### src/rtl/gf16_divider_seq.sv
// Sequential GF(2^4) divider, Q = A * B^-1 mod x^4+x+1, with B^-1 = B^14 from square-and-multiply.
// Optional result self-check enabled by defining GF16_DIV_SELFCHECK_EN.
module gf16_divider_seq (
  input  logic       clk,
  input  logic       rst,
  input  logic       in_valid,
  output logic       in_ready,
  input  logic [3:0] A,
  input  logic [3:0] B,
  output logic       out_valid,
  input  logic       out_ready,
  output logic [3:0] Q,
  output logic       div_by_zero,
  output logic       chk_err
);

  localparam logic [4:0] POLY      = 5'b10011;
  localparam int         ITER      = 3;
  localparam logic [1:0] LAST_ITER = 2'(ITER - 1);

  // Residues of x^4, x^5, x^6 modulo POLY
  localparam logic [3:0] RED4 = POLY[3:0];
  localparam logic [3:0] RED5 = {POLY[2:0], 1'b0};
  localparam logic [3:0] RED6 = {POLY[1:0], 2'b00};

  typedef enum logic [1:0] {S_IDLE, S_ITER, S_FINAL, S_DONE} state_t;

  function automatic logic [3:0] gf_reduce(input logic [6:0] p);
    logic [3:0] r;
    r = p[3:0];
    if (p[4]) r = r ^ RED4;
    if (p[5]) r = r ^ RED5;
    if (p[6]) r = r ^ RED6;
    return r;
  endfunction

  function automatic logic [3:0] gf_mul(input logic [3:0] a, input logic [3:0] b);
    logic [6:0] p;
    p = '0;
    for (int i = 0; i < 4; i++)
      if (b[i]) p = p ^ (7'(a) << i);
    return gf_reduce(p);
  endfunction

  function automatic logic [3:0] gf_sq(input logic [3:0] a);
    return gf_mul(a, a);
  endfunction

  state_t     state_q, state_d;
  logic [1:0] cnt_q, cnt_d;
  logic [3:0] sq_q, sq_d;
  logic [3:0] acc_q, acc_d;
  logic [3:0] a_reg_q, a_reg_d;
  logic       zflag_q, zflag_d;
  logic       in_ready_q, in_ready_d;
  logic       out_valid_q, out_valid_d;
  logic [3:0] q_q, q_d;
  logic       dbz_q, dbz_d;
`ifdef GF16_DIV_SELFCHECK_EN
  logic [3:0] b_reg_q, b_reg_d;
  logic       chk_q, chk_d;
`endif

  always_comb begin
    state_d     = state_q;
    cnt_d       = cnt_q;
    sq_d        = sq_q;
    acc_d       = acc_q;
    a_reg_d     = a_reg_q;
    zflag_d     = zflag_q;
    in_ready_d  = in_ready_q;
    out_valid_d = out_valid_q;
    q_d         = q_q;
    dbz_d       = dbz_q;
`ifdef GF16_DIV_SELFCHECK_EN
    b_reg_d     = b_reg_q;
    chk_d       = chk_q;
`endif
    case (state_q)
      S_IDLE: begin
        if (in_valid && in_ready_q) begin
          a_reg_d    = A;
          sq_d       = B;
          acc_d      = 4'd1;
          cnt_d      = 2'd0;
          zflag_d    = (B == 4'd0);
          in_ready_d = 1'b0;
          state_d    = S_ITER;
`ifdef GF16_DIV_SELFCHECK_EN
          b_reg_d    = B;
`endif
        end
      end
      S_ITER: begin
        // acc accumulates B^2 * B^4 * B^8 as sq walks through the squares
        sq_d  = gf_sq(sq_q);
        acc_d = gf_mul(acc_q, sq_d);
        cnt_d = cnt_q + 2'd1;
        if (cnt_q == LAST_ITER) state_d = S_FINAL;
      end
      S_FINAL: begin
        q_d         = zflag_q ? 4'd0 : gf_mul(a_reg_q, acc_q);
        dbz_d       = zflag_q;
        out_valid_d = 1'b1;
        state_d     = S_DONE;
`ifdef GF16_DIV_SELFCHECK_EN
        chk_d       = !zflag_q && (gf_mul(q_d, b_reg_q) != a_reg_q);
`endif
      end
      S_DONE: begin
        if (out_ready) begin
          out_valid_d = 1'b0;
          in_ready_d  = 1'b1;
          state_d     = S_IDLE;
`ifdef GF16_DIV_SELFCHECK_EN
          chk_d       = 1'b0;
`endif
        end
      end
      default: state_d = S_IDLE;
    endcase
  end

  always_ff @(posedge clk or posedge rst) begin
    if (rst) begin
      state_q     <= S_IDLE;
      cnt_q       <= 2'd0;
      sq_q        <= 4'd0;
      acc_q       <= 4'd0;
      a_reg_q     <= 4'd0;
      zflag_q     <= 1'b0;
      in_ready_q  <= 1'b1;
      out_valid_q <= 1'b0;
      q_q         <= 4'd0;
      dbz_q       <= 1'b0;
`ifdef GF16_DIV_SELFCHECK_EN
      b_reg_q     <= 4'd0;
      chk_q       <= 1'b0;
`endif
    end else begin
      state_q     <= state_d;
      cnt_q       <= cnt_d;
      sq_q        <= sq_d;
      acc_q       <= acc_d;
      a_reg_q     <= a_reg_d;
      zflag_q     <= zflag_d;
      in_ready_q  <= in_ready_d;
      out_valid_q <= out_valid_d;
      q_q         <= q_d;
      dbz_q       <= dbz_d;
`ifdef GF16_DIV_SELFCHECK_EN
      b_reg_q     <= b_reg_d;
      chk_q       <= chk_d;
`endif
    end
  end

  assign in_ready    = in_ready_q;
  assign out_valid   = out_valid_q;
  assign Q           = q_q;
  assign div_by_zero = dbz_q;
`ifdef GF16_DIV_SELFCHECK_EN
  assign chk_err     = chk_q;
`else
  assign chk_err     = 1'b0;
`endif

endmodule

### config.mk
export PLATFORM = sky130hd
export DESIGN_NAME = gf16_divider_seq
export DESIGN_NICKNAME = d
export VERILOG_FILES = /design/src/rtl/gf16_divider_seq.sv
export SDC_FILE = /design/constraint.sdc
export NUM_CORES = 1
export LEC_CHECK = 0
export BUFFER_PORTS_ARGS = -buffer_cell sky130_fd_sc_hd__buf_2
export CORE_MARGIN = 1
export CORE_UTILIZATION = 40
export DETAILED_ROUTE_END_ITERATION = 7
export PLACE_DENSITY_LB_ADDON = 0.2
export SETUP_SLACK_MARGIN = 0.3
export SLEW_MARGIN = 20
export SYNTH_ARGS = -nofsm -noshare
export SYNTH_HDL_FRONTEND = slang
export SYNTH_SLANG_ARGS = --single-unit
export TNS_END_PERCENT = 5
### constraint.sdc
create_clock -name clk -period 3.6 [get_ports clk]
set_clock_uncertainty 0.15 [all_clocks]
set_input_delay 0.36 -clock clk [delete_from_list [all_inputs] [get_ports clk]]
set_output_delay 0.36 -clock clk [all_outputs]
set_load 0.1 [all_outputs]
### Yosys cells after proc, flatten, opt, wreduce, memory -nomap -nowiden

Cells that the tools add are included.

| cells by class | value |
|---|---|
| add/subtract/negate cells | 1 |
| equality and inequality tests | 7 |
| multiplexer cells | 56 |
| bitwise gates (word level) | 18 |
| reductions and logical operators | 11 |

Operator list:

| kind | number |
|---|---|
| $mux 7 | 21 |
| $mux 4 | 16 |
| $xor 7x5->7 | 3 |
| $xor 7x6->7 | 3 |
| $xor 7x7->7 | 3 |
| $not 2->2 | 9 |
| $pmux 4 s2 | 2 |
| $mux 2 | 7 |
| $mux 3 | 3 |
| $pmux 2 s4 | 1 |
| $eq 2x2->1 const B | 3 |
| $ne 2x2->1 const B | 3 |
| $reduce_and 2->1 | 3 |
| $reduce_and 3->1 | 2 |
| $reduce_bool 2->1 | 3 |
| $logic_not 4->1 | 1 |
| $pmux 1 s2 | 2 |
| $pmux 2 s2 | 1 |
| $mux 1 | 3 |
| $add 2x1->2 const B | 1 |
| $eq 2x1->1 const B | 1 |
| $logic_not 2->1 | 1 |
| $logic_and 1x1->1 | 1 |

| word-level totals | value |
|---|---|
| register bits | 24 |
| input port bits | 12 |

### Longest topological paths before layout

Gate-level depths: netlist of run 1.

| depth | value |
|---|---|
| depth after elaboration | 40 |
| mapped depth | 7 |

### Least setup slack after synthesis of run 1

No wires, ideal clock.

| timing path | value |
|---|---|
| path kind | register to register |
| from | register sq_q[3] |
| to | register acc_q[0] |
| library setup time | 0.122 ns |
| arrival time | 1.729 ns |
| data required time | 3.328 ns |
| slack | 1.599 ns |
| stages on the path, launching flop included | 6 |
| path buffers | 0 |
| cell sequence | dfrtp_1 > mux2_2 > a221oi_2 > xor2_1 > mux2_1 > a2bb2oi_1 |

| between the ends | value |
|---|---|
| word-level cells in the longest chain between the ends | 33 |
| elaborated cells on any way between the ends | 38 |
| classes of those cells | mux (28); bitwise (10) |

RTL lines:

| element | RTL line | text |
|---|---|---|
| from (decl) | 51 | `logic [3:0] sq_q, sq_d;` |
| from (signal assigned) | 143 | `sq_q <= sq_d;` |
| $xor 7x5->7 | 41 | `if (b[i]) p = p ^ (7'(a) << i);` |
| $mux 7 | 41 |  |
| $mux 7 | 79 | `case (state_q)` |
| $xor 7x6->7 | 41 |  |
| $mux 7 | 41 |  |
| $mux 7 | 79 |  |
| $xor 7x7->7 | 41 |  |
| $mux 7 (*) | 41 |  |
| [... 17 more ...] | - |  |
| $mux 7 (*) | 79 |  |
| $not 2->2 (no line) | - |  |
| $mux 2 (*) | 31 | `if (p[4]) r = r ^ RED4;` |
| $mux 4 (*) | 79 |  |
| $mux 3 (*) | 32 | `if (p[5]) r = r ^ RED5;` |
| $mux 4 (*) | 79 |  |
| $mux 4 (*) | 33 | `if (p[6]) r = r ^ RED6;` |
| $pmux 4 s2 (*) | 79 |  |
| to (signal assigned) | 129 | `acc_q <= 4'd0;` |
| to (signal assigned) | 144 | `acc_q <= acc_d;` |
| to (decl) | 52 | `logic [3:0] acc_q, acc_d;` |

Mark *: on every way between the ends. The rest lies on a longest branch, timed or not. The select of a mux whose other input is x is not followed.
A chain may end at the register's enable or synchronous reset.

### Worst setup path after layout of run 1

Ends and elaborated chain as after synthesis.

==> results.cfg, run 1 <==
[timing]
hold_ws_ps = 2.52
worstMarginPinSlew_ps = 878
finalSetupTns_ps = 0
rsz0062_at_grt = no
fmax_mhz = 427
period_needed_ps = 2340
hold_viol = 0
finalCritPeriodShare_pct = 65.1
relSlewSlack_pct = 41.1
finalSetupViolCount = 0
finalMaxSlewViolations = 0

[floorplan]
fp.dieW_microns = 65.9
start_util_pct = 43.0
row_count = 22
die_h_microns = 65.9
die-area_sq_um = 4340
core_sq_um = 3800
io_pins = 20

[cts]
clock_latency_ps = 270
cts_made_buffers = 3
cts_root_buffer = clkbuf_8
cts_tree = built
cts_max_path_buffers = 2
clock-sinks = 24
postCtsSetupBuffers = 0
clk_pin_slew_ps = 90
htree_num_levels = 1
holdBufCountCts = 0
cts_resized = 0

[setup_path]
worstSetupStartpointType = flip-flop
cp_max_fo = 14
rr_worst_depth = 5
r2r-start = sq_q[3]$_DFFE_PP0P_
crit_path_end_kind = flip-flop
critPathKind = reg -> reg
crit_arrival_ps = 2350
worstSetupStartpoint = sq_q[3]$_DFFE_PP0P_
r2r_setup_slack_ps = 1260
crit_required_ps = 3610

[drt]
drc = 0
vias = 1241
drtIter0Drc = 39
drtPass1Iterations = 4
wl_met2_mm = 1.55
drt-wirelength-per-cell_microns = 13.5
wl_met3_microns = 119
routed_wl_mm = 3.25
top_layer = met4
drtAntennaViolNets = 0
vias_per_cell = 5.17
wl_met1_mm = 1.56

[global_route]
grt_pass1_wl_mm = 5.64
overflow = 0
antenna_found_initial = 0
grt_max_degree = 25
grt_pass1_vias = 1251
grt_util_all_layers_pct = 17.1

[synth]
synth_warnings = 0
ys_types = 38
syn-num-nets = 198
async_reset_ff_share_pct = 100
synth-edff-count = 0
avgSynthCellArea_sq_um = 9.07
synthFlopType = dfrtp_1
synth_seq_area_share_pct = 36.9
ys_ff_latch = 24
synth_cells = 180
syn_area_sq_um = 1630

[place]
place_congestion = 0.853
dpl.hpwl_mm = 2.39
portBuffers = 18

[run_status]
outcome = finished, final reports clean

[layout]
syn2layout_area_growth_pct = 11.0
antennaDiodeCount = 0
n_fill_cell = 360
drive_gt1_share_pct = 18.8
nets = 211
final_util_pct = 47.7

[worst_hold_path]
hp-class = in -> async

[run]
cap_violations = 0
[worst paths after layout]
kind,to
setup / recovery,acc_q[0]$_DFFE_PP0P_
hold / removal,div_by_zero$_DFFE_PP0P_
setup reg to reg,acc_q[0]$_DFFE_PP0P_
hold reg to reg,cnt_q[1]$_DFFE_PP0P_
max in group asynchronous,sq_q[0]$_DFFE_PP0P_
min in group clk,out_valid$_DFFE_PP0P_
[Yosys cell counts (all sizes together), types with 4 or more instances]
master	number	area share, %
nand2	27	6.2
dfrtp	23	35
inv	14	3.2
o21ai	14	4.3
xnor2	14	7.5
mux2	11	7.6
a21oi	10	3.1
xor2	8	4.3
clkbuf	7	1.6
ha	6	4.6
o22ai	6	2.3
nand2b	4	1.5
nor2	4	0.92
nor2b	4	1.5
[metal layers]
| layer | vias to the layer above | track usage (%) |
|---|---|---|
| li1 | 629 | - |
| met3 | 2 | 4.48 |
| met4 | 0 | 3.53 |
| met2 | 20 | 29.5 |
| met5 | - | 0 |
| met1 | 590 | 21.4 |
[metrics by stage]
step / cells / instance area, sq um / setup WS (ps)
finish: 240 / 1810 / 1260
global route: 240 / 1810 / 1150
CTS: 240 / 1810 / 1260
detailed placement: 236 / 1740 / 1270
global placement: 236 / 1740 / 1340
floorplan: 180 / 1630 / 1600
[sequential cells by signal, indices dropped and copies added (netlist names), 2 cells and up]
name     cells
acc_q        4
sq_q         4
cnt_q        2
state_q      2
a_reg_q      4
Q            4
[critical path, stage by stage, from the launching register on]
cell and delay, ps:
dfrtp_1 610, mux2_2 400, a221oi_2 280, xor2_1 310, mux2_1 350, a2bb2oi_1 130
[logic make-up after synthesis]
kind of cell | Yosys count | share of synthesized area (%)
XOR/XNOR | 23 | 13.2
AO/OA/AOI/OAI | 40 | 15.6
other | 1 | 0.230
adder cells (fa/ha/maj) | 6 | 4.60
multiplexers | 13 | 8.81
buffers and inverters | 24 | 5.82
flip-flops | 24 | 36.9
AND/OR/NAND/NOR | 49 | 14.9
[cell usage in the layout (no fill, tap or decap), types with 2 or more instances in the layout]
master    Yosys  layout
a21oi_1      10      10
buf_2         1      18
clkbuf_8      0       3
dfrtp_1      23      23
ha_1          6       6
inv_1        14      13
mux2_2       10      10
mux2i_1       2       2
nand2_1      27      27
nand2b_1      4       4
nand3_1       3       3
nor2_1        4       4
nor2b_1       4       4
nor4bb_1      3       3
o21ai_0      14      14
o22ai_1       6       6
xnor2_1      14      14
xor2_1        8       8
[area by class of cell]
class | instances | area [sq um] | share of cell area [%]
sequential | 24 | 602 | 33.2
multi-input combinational | 132 | 936 | 51.7
timing repair buffer | 18 | 90.1 | 4.97
clock inverter | 1 | 30.0 | 1.66
tap | 48 | 60.1 | 3.31
clock buffer | 3 | 41.3 | 2.28
inverter | 14 | 52.6 | 2.90
Power of run 1 is left out: the tool's default activity adds up to more than one toggle a clock period on the data nets, which glitch-free logic cannot reach.
==> run 2, diff against run 1 <==
==> constraint.sdc (replaced) <==
create_clock -name clk -period 2.1 [get_ports clk]
set_clock_uncertainty 0.15 [all_clocks]
set_input_delay 0.21 -clock clk [delete_from_list [all_inputs] [get_ports clk]]
set_output_delay 0.21 -clock clk [all_outputs]
set_load 0.1 [all_outputs]
==> run 2 against run 1 <==
Non-clock buffer count increased by 14. Global-route usage up 0.46 points. Maximum frequency grew 17%. Register-to-register slack got worse by 1200 ps. Clock-buffer cell count stayed put. Sequential cell count is the same. Utilization up 3.2 points. Setup slack worse by 1200 ps. Via count is 6.0% higher. Sequential share of layout area down 1.8 points. Critical path type unchanged. Die area stayed put. Cell count increased by 5.8%.
==> results.cfg, run 2 (synthesis gave the netlist of run 1 again) <==
[run_status]
outcome = finished, final reports clean

[global_route]
grt_pass1_vias = 1268
overflow = 0
grt_pass1_wl_mm = 5.80
grt_util_all_layers_pct = 17.6
antenna_found_initial = 0
grt_max_degree = 25

[setup_path]
cp_max_fo = 5
crit_buf_inv = 0
slowest_delay_ps = 460
crit_required_ps = 2120
rr_worst_depth = 5
cpMaxStageDelayCell = dfrtp_2
path_cells = mux2_4, a221oi_2, xor2_1, mux2_1, a2bb2oi_1
crit_path_end_kind = flip-flop
crit_arrival_ps = 2030
path_depth = 5
worstSetupStartpointType = flip-flop
path_delay_family = multiplexers
critPathKind = reg -> reg

[floorplan]
core_sq_um = 3800
start_util_pct = 43.0
fp.dieW_microns = 65.9
io_pins = 20
die_h_microns = 65.9
row_count = 22
die-area_sq_um = 4340

[layout]
drive_gt1_share_pct = 23.3
antennaDiodeCount = 0
final_common_cell = nand2_1
nets = 225
mostFrequentLayoutCells = 27 x nand2_1, 22 x dfrtp_1, 18 x buf_2
syn2layout_area_growth_pct = 18.4

[cts]
cts_made_buffers = 3
clock-sinks = 24
clk_pin_slew_ps = 100
clock_latency_ps = 270
postCtsSetupBuffers = 0
htree_num_levels = 1
cts_max_path_buffers = 2
cts_tree = built
cts_root_buffer = clkbuf_8

[drt]
vias = 1315
drt-wirelength-per-cell_microns = 13.7
drc = 0
drtAntennaViolNets = 0
drtIter0Drc = 54
routed_wl_mm = 3.47
drtPass1Iterations = 4
vias_per_cell = 5.18

[place]
place_congestion = 0.821
place_ws_ps = 61.2
dpl.hpwl_mm = 2.71
portBuffers = 18

[timing]
finalSetupTns_ps = 0
finalCritPeriodShare_pct = 95.7
finalSetupViolCount = 0
hold_viol = 0
rsz0062_at_grt = yes
period_needed_ps = 2010
finalMaxSlewViolations = 0
fin_ws_ps = 89.9
fmax_mhz = 497

[run]
cap_violations = 0

[worst_hold_path]
hold-path-cell-count = 2
hp-class = in -> reg
[run 2: through the flow]
| stage | cells | cell area [sq um] | util (%) | hold WS, ps |
|---|---|---|---|---|
| after floorplan | 180 | 1640 | - | 73.9 |
| after global placement | 247 | 1830 | 48.2 | 127 |
| after detailed placement | 247 | 1830 | 48.2 | 136 |
| final | 254 | 1930 | 50.9 | 16.3 |
| after CTS | 253 | 1920 | 50.6 | 12.1 |
| after global routing | 254 | 1930 | 50.9 | 9.75 |
[run 2: area by class of cell]
cell class / instances / area, sq um
clock buffer: 3 / 41.3
clock inverter: 1 / 30.0
fill: 367 / 1870
inverter: 14 / 52.6
multi-input combinational: 132 / 940
sequential: 24 / 607
tap: 48 / 60.1
timing repair buffer: 32 / 203
[run 2: layer usage]
layer / track usage (%) / part of all wire [%] / vias to the layer above
met1: 21.7 / 48 / 629
li1: - / - / 658
met5: 0 / 0 / -
met4: 5.43 / 1.4 / 0
met3: 5.52 / 3.4 / 7
met2: 29.1 / 47 / 21
[run 2: timing repair]
item,CTS,global route
endpoints found under the hold margin,24,1
endpoints found under the setup margin,5,11
gates resized for setup,1,0
hold buffers,2,1
[run 2: path summary, 6_finish.rpt]
| kind | start | endpoint | slack (ps) |
|---|---|---|---|
| worst max-delay path | sq_q[3]$_DFFE_PP0P_ | acc_q[0]$_DFFE_PP0P_ | 90 |
| worst min-delay path | A[3] | a_reg_q[3]$_DFFE_PP0P_ | 20 |
| worst max register to register | sq_q[3]$_DFFE_PP0P_ | acc_q[0]$_DFFE_PP0P_ | 90 |
| worst min register to register | cnt_q[1]$_DFFE_PP0P_ | cnt_q[1]$_DFFE_PP0P_ | 350 |
| max in group asynchronous | rst | in_ready$_DFFE_PP1P_ | 1140 |
| min in group asynchronous | rst | state_q[0]$_DFFE_PP0P_ | 370 |
[run 2: worst register-to-register path: stages (launching register included)]
cell and delay (ps):
dfrtp_2 460, mux2_4 310, a221oi_2 260, xor2_1 260, mux2_1 350, a2bb2oi_1 130
Power of run 2 is left out for the same reason.
==> run 3, diff against run 2 <==
--- a/config.mk
+++ b/config.mk
@@ -10,6 +10,7 @@
 export CORE_UTILIZATION = 40
 export DETAILED_ROUTE_END_ITERATION = 7
 export PLACE_DENSITY_LB_ADDON = 0.2
+export RECOVER_POWER = 100
 export SETUP_SLACK_MARGIN = 0.3
 export SLEW_MARGIN = 20
 export SYNTH_ARGS = -nofsm -noshare
==> run 3 against run 2 <==
Utilization is 0.26 points lower. Worst hold slack better by 0.86 ps. Routed wire length is 0.37% higher. Non-clock buffer count stayed put. Register-to-register slack hardly changed. Cell area is 0.52% lower. Clock-buffer cell count stayed put. Critical path type unchanged. Largest cell class unchanged.
==> results.cfg, run 3 (synthesis gave the netlist of run 1 again) <==
[run_status]
outcome = finished, final reports clean

[cts]
cts_root_buffer = clkbuf_8
clock_latency_ps = 270
cts_max_path_buffers = 2
clk_pin_slew_ps = 90
cts_made_buffers = 3
cts_tree = built
clock-sinks = 24
htree_num_levels = 1
postCtsSetupBuffers = 0

[layout]
drive_gt1_share_pct = 22.3
final_common_cell = nand2_1
antennaDiodeCount = 0
n_fill_cell = 369
syn2layout_area_growth_pct = 17.8
mostFrequentLayoutCells = 27 x nand2_1, 22 x dfrtp_1, 14 x inv_1, 14 x o21ai_0, 14 x xnor2_1
nets = 225
multiInputGateArea_sq_um = 940
fin_area_sq_um = 1920
ff_latch_area_sq_um = 607

[drt]
drc = 0
wl_met1_mm = 1.68
drt-wirelength-per-cell_microns = 13.7
wl_met3_microns = 112
vias_per_cell = 5.17
drtPass1Iterations = 4
drtIter0Drc = 53
routed_wl_mm = 3.48
wl_met2_mm = 1.66
top_layer = met4
vias = 1312
drtAntennaViolNets = 0

[floorplan]
row_count = 22
core_sq_um = 3800
die_h_microns = 65.9
io_pins = 20
die-area_sq_um = 4340
start_util_pct = 43.0
fp.dieW_microns = 65.9

[timing]
fmax_mhz = 497
rsz0062_at_grt = yes
period_needed_ps = 2010
finalSetupViolCount = 0
hold_viol = 0
relSlewSlack_pct = 22.8
worstMarginPinSlew_ps = 1160
finalCritPeriodShare_pct = 95.7
finalMaxSlewViolations = 0
finalSetupTns_ps = 0

[setup_path]
cpMaxStageDelayCell = dfrtp_2
path_cells = mux2_4, a221oi_2, xor2_1, mux2_1, a2bb2oi_1
crit_arrival_ps = 2030
crit_required_ps = 2120
slowest_delay_ps = 450
critPathKind = reg -> reg
crit_buf_inv = 0
path_delay_family = multiplexers
crit_path_end_kind = flip-flop
worstSetupStartpointType = flip-flop
cp_max_fo = 5

[run]
cap_violations = 0

[global_route]
overflow = 0
grt_max_degree = 25
grt_util_all_layers_pct = 17.6
grt_pass1_vias = 1268
antenna_found_initial = 0
grt_pass1_wl_mm = 5.80

[place]
place_congestion = 0.821
portBuffers = 18
dpl.hpwl_mm = 2.71
placed_area_sq_um = 1830

[worst_hold_path]
hp-class = in -> reg
[run 3: changes by cell type in the layout (fill, tap and decap cells not counted), sizes merged]
cell | before | now
buf | 29 | 19
clkbuf | 3 | 13
[run 3: metrics by stage]
step	utilization, %	cells	setup WS [ps]	hold slack, ps
CTS	50.6	253	75.3	12.1
global route	50.6	254	23.2	9.88
detailed placement	48.2	247	61.2	136
global placement	48.2	247	123	127
floorplan	-	180	141	73.9
finish	50.6	254	89.8	17.2
[run 3: what timing repair did]
item                                   in CTS  in global routing
setup endpoints to repair                   5                 11
hold buffers                                2                  1
gates resized for setup                     1                  0
endpoints found under the hold margin      24                  1
pin swaps                                   0                  0
[run 3: per-layer routing]
| layer | vias to the layer above | global-route usage [%] |
|---|---|---|
| met1 | 628 | 21.7 |
| met4 | 0 | 5.43 |
| li1 | 657 | - |
| met5 | - | 0 |
| met3 | 6 | 5.52 |
| met2 | 21 | 29.1 |
[run 3: area by class of cell]
class | count | share of cell area (%)
multi-input cells | 132 | 48.9
flip-flops and latches | 24 | 31.6
repair buffers | 32 | 10.0
well taps | 48 | 3.12
inverters | 14 | 2.73
clock buffers | 3 | 2.15
clock inverters | 1 | 1.56
[run 3: path summary, 6_finish.rpt]
| kind | slack (ps) | start | depth (start not counted) | end |
|---|---|---|---|---|
| min in group asynchronous | 480 | rst | 4 | Q[0]$_DFFE_PP0P_ |
| max | 90 | sq_q[3]$_DFFE_PP0P_ | 5 | acc_q[0]$_DFFE_PP0P_ |
| min | 20 | A[3] | 2 | a_reg_q[3]$_DFFE_PP0P_ |
| min reg2reg | 350 | cnt_q[1]$_DFFE_PP0P_ | 2 | cnt_q[1]$_DFFE_PP0P_ |
| max reg2reg | 90 | sq_q[3]$_DFFE_PP0P_ | 5 | acc_q[0]$_DFFE_PP0P_ |
| max in group asynchronous | 870 | rst | 4 | sq_q[3]$_DFFE_PP0P_ |
Power of run 3 is left out for the same reason.
